$ cat src/rtl/seq_detector_param_if.sv
// Control, configuration and serial-bit bundle between the bit source / event logic and the detector.
// The master drives config, control and bits; the slave (detector) returns found, match_count and busy.
interface seq_detector_param_if #(
   parameter int W     = 8,
   parameter int CNT_W = 8
);
   logic             cfg_load;
   logic [W-1:0]     cfg_pattern;
   logic [W-1:0]     cfg_mask;
   logic             cfg_overlap;
   logic             start;
   logic             stop;
   logic             bit_valid;
   logic             bit_in;
   logic             found;
   logic [CNT_W-1:0] match_count;
   logic             busy;

   modport master (
      output cfg_load, cfg_pattern, cfg_mask, cfg_overlap,
      output start, stop, bit_valid, bit_in,
      input  found, match_count, busy
   );

   modport slave (
      input  cfg_load, cfg_pattern, cfg_mask, cfg_overlap,
      input  start, stop, bit_valid, bit_in,
      output found, match_count, busy
   );
endinterface

$ cat src/rtl/seq_detector_param.sv
// Masked serial pattern detector with overlap select and saturating hit counter.
// found is registered, 1 cycle after the completing bit; no backpressure, a bit is consumed whenever bit_valid is high.
module seq_detector_param #(
   parameter int W     = 8,
   parameter int CNT_W = 8
) (
   input logic                 clk,
   input logic                 rst_n,
   seq_detector_param_if.slave bus
);
   localparam int FW = $clog2(W + 1);

   typedef enum logic [1:0] {
      S_IDLE,
      S_FILL,
      S_HUNT
   } state_t;

   state_t           r_state,   w_state_nxt;
   logic [W-1:0]     r_shift,   w_shift_nxt;
   logic [W-1:0]     r_pattern, w_pattern_nxt;
   logic [W-1:0]     r_mask,    w_mask_nxt;
   logic             r_overlap, w_overlap_nxt;
   logic             r_found,   w_found_nxt;
   logic [FW-1:0]    r_fill,    w_fill_nxt;
   logic [CNT_W-1:0] r_count,   w_count_nxt;

   logic [W-1:0]     w_shifted;
   logic [FW-1:0]    w_fill_inc;
   logic             w_hit;

   // Candidate window and fill level as they would be if the current bit is taken.
   always_comb begin
      w_shifted  = {r_shift[W-2:0], bus.bit_in};
      w_fill_inc = (r_fill == FW'(W)) ? r_fill : r_fill + FW'(1);
      w_hit      = (w_fill_inc == FW'(W)) && (((w_shifted ^ r_pattern) & r_mask) == '0);
   end

   always_comb begin
      w_state_nxt   = r_state;
      w_shift_nxt   = r_shift;
      w_pattern_nxt = r_pattern;
      w_mask_nxt    = r_mask;
      w_overlap_nxt = r_overlap;
      w_fill_nxt    = r_fill;
      w_count_nxt   = r_count;
      w_found_nxt   = 1'b0;

      if (bus.stop) begin
         // stop overrides a simultaneous start: search ends, counters and window untouched.
         w_state_nxt = S_IDLE;
      end else if (bus.start) begin
         w_state_nxt = S_FILL;
         w_shift_nxt = '0;
         w_fill_nxt  = '0;
         w_count_nxt = '0;
      end else if (bus.cfg_load && (r_state == S_IDLE)) begin
         w_pattern_nxt = bus.cfg_pattern;
         w_mask_nxt    = bus.cfg_mask;
         w_overlap_nxt = bus.cfg_overlap;
      end else if (bus.bit_valid && (r_state != S_IDLE)) begin
         w_shift_nxt = w_shifted;
         w_fill_nxt  = w_fill_inc;
         if (w_fill_inc == FW'(W)) begin
            w_state_nxt = S_HUNT;
         end
         if (w_hit) begin
            w_found_nxt = 1'b1;
            if (r_count != '1) begin
               w_count_nxt = r_count + CNT_W'(1);
            end
            // Non-overlapping mode needs W fresh bits before the next hit.
            if (!r_overlap) begin
               w_fill_nxt  = '0;
               w_state_nxt = S_FILL;
            end
         end
      end
   end

   always_ff @(posedge clk or negedge rst_n) begin
      if (!rst_n) begin
         r_state   <= S_IDLE;
         r_shift   <= '0;
         r_pattern <= '0;
         r_mask    <= '0;
         r_overlap <= 1'b0;
         r_fill    <= '0;
         r_count   <= '0;
         r_found   <= 1'b0;
      end else begin
         r_state   <= w_state_nxt;
         r_shift   <= w_shift_nxt;
         r_pattern <= w_pattern_nxt;
         r_mask    <= w_mask_nxt;
         r_overlap <= w_overlap_nxt;
         r_fill    <= w_fill_nxt;
         r_count   <= w_count_nxt;
         r_found   <= w_found_nxt;
      end
   end

   assign bus.found       = r_found;
   assign bus.match_count = r_count;
   assign bus.busy        = (r_state != S_IDLE);
endmodule

$ cat src/flat_wrapper.sv
// flat-port wrapper written by rule: the top's interface ports become plain ports
module seq_detector_param_flat 
#(
   parameter int W     = 8,
   parameter int CNT_W = 8
)
  (clk, rst_n, bus_cfg_load, bus_cfg_pattern, bus_cfg_mask, bus_cfg_overlap, bus_start, bus_stop, bus_bit_valid, bus_bit_in, bus_found, bus_match_count, bus_busy);
  seq_detector_param_if #(.W(W), .CNT_W(CNT_W)) bus_i ();
  input logic clk;
  input logic rst_n;
  input wire logic [$bits(bus_i.cfg_load)-1:0] bus_cfg_load;
  input wire logic [$bits(bus_i.cfg_pattern)-1:0] bus_cfg_pattern;
  input wire logic [$bits(bus_i.cfg_mask)-1:0] bus_cfg_mask;
  input wire logic [$bits(bus_i.cfg_overlap)-1:0] bus_cfg_overlap;
  input wire logic [$bits(bus_i.start)-1:0] bus_start;
  input wire logic [$bits(bus_i.stop)-1:0] bus_stop;
  input wire logic [$bits(bus_i.bit_valid)-1:0] bus_bit_valid;
  input wire logic [$bits(bus_i.bit_in)-1:0] bus_bit_in;
  output wire logic [$bits(bus_i.found)-1:0] bus_found;
  output wire logic [$bits(bus_i.match_count)-1:0] bus_match_count;
  output wire logic [$bits(bus_i.busy)-1:0] bus_busy;
  assign bus_i.cfg_load = bus_cfg_load;
  assign bus_i.cfg_pattern = bus_cfg_pattern;
  assign bus_i.cfg_mask = bus_cfg_mask;
  assign bus_i.cfg_overlap = bus_cfg_overlap;
  assign bus_i.start = bus_start;
  assign bus_i.stop = bus_stop;
  assign bus_i.bit_valid = bus_bit_valid;
  assign bus_i.bit_in = bus_bit_in;
  assign bus_found = bus_i.found;
  assign bus_match_count = bus_i.match_count;
  assign bus_busy = bus_i.busy;
  seq_detector_param #(.W(W), .CNT_W(CNT_W)) u_core (.clk(clk), .rst_n(rst_n), .bus(bus_i));
endmodule
$ cat config.mk
export PLATFORM = sky130hd
export DESIGN_NAME = seq_detector_param_flat
export DESIGN_NICKNAME = d
export VERILOG_FILES = /design/src/rtl/seq_detector_param_if.sv /design/src/rtl/seq_detector_param.sv /design/src/flat_wrapper.sv
export SDC_FILE = /design/constraint.sdc
export NUM_CORES = 1
export LEC_CHECK = 0
export BUFFER_PORTS_ARGS = -buffer_cell sky130_fd_sc_hd__buf_2
export CAP_MARGIN = 10
export CORE_MARGIN = 2
export CORE_UTILIZATION = 61
export CTS_BUF_LIST = sky130_fd_sc_hd__clkbuf_4 sky130_fd_sc_hd__clkbuf_8
export DETAILED_ROUTE_END_ITERATION = 12
export PLACE_DENSITY = 0.92
export SLEW_MARGIN = 20
export SYNTH_ARGS = -nofsm -noshare
export SYNTH_HDL_FRONTEND = slang
export SYNTH_SLANG_ARGS = --single-unit
export TNS_END_PERCENT = 5
$ cat constraint.sdc
create_clock -name clk -period 5.9 [get_ports clk]
set_clock_uncertainty 0.05 [all_clocks]
set_input_delay 0.885 -clock clk [delete_from_list [all_inputs] [get_ports clk]]
set_output_delay 0.885 -clock clk [all_outputs]
set_load 0.01 [all_outputs]
Word level (Yosys, flattened, before mapping)
Index checks and enable logic that the tools add are counted.
- bits in registers: 39
- output and inout bits: 10
- logic and storage cells: 59
- input bits: 24
- reduce and logical (&&, ||, !) cells: 14
- muxes and demuxes: 26
- add/subtract/negate cells: 2
- bitwise operators: 4
- equality and inequality tests: 5
- operator list (cell ; number):
    8-bit 2-to-1 mux ; 5
    4-bit 2-to-1 mux ; 6
    7-bit 2-to-1 mux ; 3
    2-bit 2-to-1 mux ; 7
    8-bit by 1-bit adder with 8-bit output (second input constant) ; 1
    8-bit bitwise AND ; 1
    4-bit equality test (second input constant) ; 2
    8-bit logical NOT ; 1
    8-bit != test (second input constant) ; 1
    2-bit nonzero test ; 4
    8-bit bitwise XOR ; 1
    3-bit AND reduction ; 2
    1-bit 2-to-1 mux ; 5
    5-bit AND reduction ; 1
    4-bit by 1-bit adder with 4-bit output (second input constant) ; 1
    1-bit logical AND ; 3
    3-bit != test (second input constant) ; 1
    3-bit nonzero test ; 1
    2-bit logical NOT ; 1
    2-bit != test (second input constant) ; 1
    1-bit NOT ; 2
    2-bit AND reduction ; 1

Logic depth before layout (Yosys ltp)
- word-level depth: 10
- mapped depth: 8
- gate-level depth less buffers: 8

Worst setup path before layout
Ideal clock, no wire load.
- path kind: input port to flip-flop
- start: input bus_bit_in
- end: register u_core.r_state[0]
- buffers on the path: 0
- library setup time: 0.082 ns
- arrival: 2.166 ns
- cell stages on the path: 6
- path slack: 3.602 ns
- required time: 5.768 ns
- path through: xor2_1 -> a22oi_1 -> nand4_1 -> or2_4 -> or3_1 -> a31oi_1
- longest elaborated chain between the ends: 9
- RTL lines (what ; line ; RTL):
    start, declared ; flat_wrapper.sv:18 ; input wire logic [$bits(bus_i.bit_in)-1:0] bus_bit_in;
    8-bit bitwise XOR ; seq_detector_param.sv:36 ; w_hit = (w_fill_inc == FW'(W)) && (((w_shifted ^ r_pattern) & r_mask) == '0);
    8-bit bitwise AND ; seq_detector_param.sv:36 ;
    8-bit logical NOT ; seq_detector_param.sv:36 ;
    1-bit logical AND ; seq_detector_param.sv:36 ;
    2-bit 2-to-1 mux ; seq_detector_param.sv:67 ; if (w_hit) begin
    2-bit 2-to-1 mux ; seq_detector_param.sv:61 ; end else if (bus.bit_valid && (r_state != S_IDLE)) begin
    2-bit 2-to-1 mux ; seq_detector_param.sv:57 ; end else if (bus.cfg_load && (r_state == S_IDLE)) begin
    2-bit 2-to-1 mux ; seq_detector_param.sv:52 ; end else if (bus.start) begin
    2-bit 2-to-1 mux ; seq_detector_param.sv:49 ; if (bus.stop) begin
    end signal, assigned ; seq_detector_param.sv:92 ; r_state <= w_state_nxt;
    end, declared ; seq_detector_param.sv:19 ; state_t r_state, w_state_nxt;
No other way between the ends. The select of a mux whose other input is x is not followed.
A chain may end at the register's enable or synchronous reset.

Worst setup path after layout
- start: register u_core.r_fill[0]
- end: register u_core.r_state[0]
- longest elaborated chain between the ends: 10
- elaborated cells between the ends (all ways): 12
- those cells by class: add/sub (1); eq/ne (2); mux (8); reduce/logical (1)
- RTL lines (what ; line ; RTL):
    start, declared ; seq_detector_param.sv:25 ; logic [FW-1:0] r_fill, w_fill_nxt;
    start signal, assigned ; seq_detector_param.sv:97 ; r_fill <= w_fill_nxt;
    4-bit by 1-bit adder with 4-bit output or 4-bit equality test (tied branches) ; seq_detector_param.sv:35 ; w_fill_inc = (r_fill == FW'(W)) ? r_fill : r_fill + FW'(1);
    4-bit 2-to-1 mux (*) ; seq_detector_param.sv:35 ;
    4-bit equality test (*) ; seq_detector_param.sv:36, seq_detector_param.sv:64 ;
    2-bit 2-to-1 mux ; seq_detector_param.sv:64 ; if (w_fill_inc == FW'(W)) begin
    2-bit 2-to-1 mux ; seq_detector_param.sv:73 ; if (!r_overlap) begin
    2-bit 2-to-1 mux (*) ; seq_detector_param.sv:67 ;
    2-bit 2-to-1 mux (*) ; seq_detector_param.sv:61 ;
    2-bit 2-to-1 mux (*) ; seq_detector_param.sv:57 ;
    2-bit 2-to-1 mux (*) ; seq_detector_param.sv:52 ;
    2-bit 2-to-1 mux (*) ; seq_detector_param.sv:49 ;
Mark *: on every way between the ends. The rest lies on a longest branch, timed or not. The select of a mux whose other input is x is not followed.

==> results.md <==
* Outcome: finished clean
* Yosys Warn Count at 0
* GRT Resource Usage Total at 0.250
* Share of layout cells above drive strength 1 at 0.325
* Power density cells at 274 mW/mm²
* TritonCTS clock tree: done
* Post-CTS Setup Inserts at 0
* Vias at 1396
* Port Buffers at 33
* Final hold vios at 0
* First drt pass iteration count at 4
* Filler cells at 188
* Synth-to-Final Area Change at 15.4%
* R2R depth at 7
* Tightest Hold Check Type: register to register
* First-pass GRT wire length at 6330 µm
* Clk root buf: clkbuf_4
* Inserted Diodes at 0
* Worst path required time at 6.14 ns
* Die area at 0.00349 mm²
* Overflow after GRT at 0
* Leakage at 1.06 nW
* DRT antenna net count at 0
* Vias in the first global route at 1396
* # resized after CTS at 0
* Worst-skew pair later-pin latency at 0.36 ns
* Syn_nets at 186
* Die height at 59.0 µm
* DRC Markers at 0
* Delay-heaviest family, CP: compound AO/OA/AOI/OAI gates
* Util after Layout at 0.754
* CTS clk-pin slew, worst paths at 0.12 ns
* Fin Hold WS at 0.472 ns
* DP HPWL at 2740 µm
* CP Cell Sequence: inv_1 -> ha_1 -> a211o_1 -> a2111o_1 -> or2_4 -> or3_1 -> a31oi_1
* Clk buf depth at 2
* Clock Sinks at 39
* Post-Synthesis Cells at 159
* FF/Latch Area at 976 µm²
* Wire per inst at 16.8 µm
* Cell count along the critical path at 7
* Element type at the critical path end: register
* Worst-Margin Slew at 0.837 ns
* Max-Cap Viols at 0
* Final worst-path cycle share at 0.428
* Crit path buffers/inverters at 1
* Register bit total from synthesis at 39
* Final setup vio count at 0
* Mapped Area at 0.00185 mm²
* Crit path kind: register to register
* # H-tree levels at 2
* Count of cell types in the netlist at 35
* Multi-input logic area at 847 µm²
* Setup TNS at 0 ns
* I/O pin total at 34
* TritonCTS Buffers at 5
* Number of hold buffers added after CTS at 0
* Hold Path Cell Cnt at 1
* Post-Layout Cell Count at 228
* GPL Wtd Cong at 0.849
* Max Slew Vio Count at 0
* Crit-path max cell delay at 0.49 ns
* DR iter-0 viols at 81
* Final min period at 2.52 ns
* Antenna violations before repair at 0
* NumNets Final at 223
* Highest Clock Rate at 396 MHz
* Worst-path maximum fanout at 8
* Seq/Total Area, Yosys at 0.528
* Vias per cell at 6.12
* Slowest CP cell: a2111o_1
* Core Area at 0.00283 mm²
* Die width at 59.0 µm
* Number of cell rows at 19
* Critical path arrival at 2.76 ns
* Unrepaired setup endpoints after global routing: false
* Drt total wl at 3830 µm
* Final Power at 583 µW
* Syn avg cell area at 11.6 µm²
* Initial Util at 0.653
* Worst slew margin at 0.442
* Dpl cells at 220
* Worst vdd ir at 0.207 mV
* Largest net degree at the start of global routing at 40
* Startpoint Class: register
state kept, by name, summed over array words and instances (netlist names):
| register | flops |
|---|---|
| u_core.bus.match_count | 8 |
| u_core.r_mask | 8 |
| u_core.r_fill | 4 |
| u_core.r_overlap | 1 |
| u_core.bus.found | 1 |
| u_core.r_pattern | 8 |
| u_core.r_state | 2 |
| u_core.r_shift | 7 |
synthesized netlist by cell type:
master    count  area share
dfrtp_1      39        0.53
mux2_2       17        0.10
nor2_1       11       0.022
xor2_1        9       0.043
a22o_1        8       0.038
nand2_1       7       0.014
nand3_1       6       0.016
o21ai_0       6       0.016
inv_1         5       0.010
nor4_1        5       0.017
xnor2_1       5       0.024
a22oi_1       4       0.016
and2_1        3       0.010
and3_1        3       0.010
clkbuf_1      3      0.0061
ha_1          3       0.020
a21o_1        2      0.0081
a21oi_1       2      0.0054
a31o_2        2      0.0095
nand2b_1      2      0.0068
nor2b_1       2      0.0068
o221ai_1      2      0.0095
a2111o_1      1      0.0061
a211o_1       1      0.0047
a31oi_1       1      0.0034
a32o_1        1      0.0054
and3b_1       1      0.0047
mux2i_1       1      0.0054
nand3_2       1      0.0054
nand3b_1      1      0.0041
nand4_1       1      0.0034
nor3_1        1      0.0027
nor3_2        1      0.0054
or2_4         1      0.0047
or3_1         1      0.0034
cells by family (layout without fill, tap and decap cells):
| logic type | count (synthesis) | count (layout) | share of synthesized area |
|---|---|---|---|
| buf+inv | 8 | 46 | 0.0162 |
| flops | 39 | 39 | 0.528 |
| compound gates | 30 | 30 | 0.123 |
| xor+xnor | 14 | 14 | 0.0664 |
| fa+ha+maj | 3 | 3 | 0.0203 |
| mux | 18 | 18 | 0.109 |
| simple gates | 47 | 47 | 0.137 |
worst paths after layout:
check                                                 end              from  slack (ns)
worst min register to register           u_core.r_mask[2]  u_core.r_mask[2]        0.47
worst min-delay path                     u_core.r_mask[2]  u_core.r_mask[2]        0.47
worst max register to register          u_core.r_state[0]  u_core.r_fill[0]        3.38
max in group asynchronous       u_core.bus.match_count[3]             rst_n        4.69
worst max-delay path                    u_core.r_state[0]  u_core.r_fill[0]        3.38
min in group asynchronous                u_core.r_fill[2]             rst_n        0.56
stage by stage:
stage | area (µm²) | setup WS [ns]
floorplan | 1850 | 3.60
global placement | 2040 | 3.36
detailed placement | 2040 | 3.17
CTS | 2130 | 3.39
global route | 2130 | 3.28
finish | 2130 | 3.38
power by group:
part	internal, mW	total (mW)	switching (mW)
clock	0.100	0.190	0.0894
combinational	0.0404	0.0781	0.0377
sequential	0.295	0.316	0.0207
total	0.436	0.583	0.148
cells in the final DEF (no fill, tap or decap), types with 3 or more instances in the layout:
master	Yosys	final
clkbuf_4	0	5
nand2_1	7	7
inv_1	5	5
a22oi_1	4	4
a22o_1	8	8
xnor2_1	5	5
o21ai_0	6	6
nor2_1	11	11
and2_1	3	3
dfrtp_1	39	39
and3_1	3	3
mux2_2	17	17
nand3_1	6	6
nor4_1	5	5
xor2_1	9	9
ha_1	3	3
buf_2	0	33
metal layers:
metal | up-vias | share of wire | global-route usage
li1 | 652 | - | -
met1 | 688 | 0.41 | 0.313
met2 | 45 | 0.52 | 0.408
met4 | 0 | 0.020 | 0.120
met3 | 11 | 0.050 | 0.0611
met5 | - | 0 | 0
layout make-up:
cell class	instances	area share
Clock buffer	6	0.0241
Clock inverter	2	0.0164
Inverter	5	0.00880
Multi-Input combinational cell	112	0.397
Sequential cell	39	0.458
Tap cell	31	0.0182
Timing Repair Buffer	33	0.0775
Note: power is estimated with default switching activity, not from simulation.
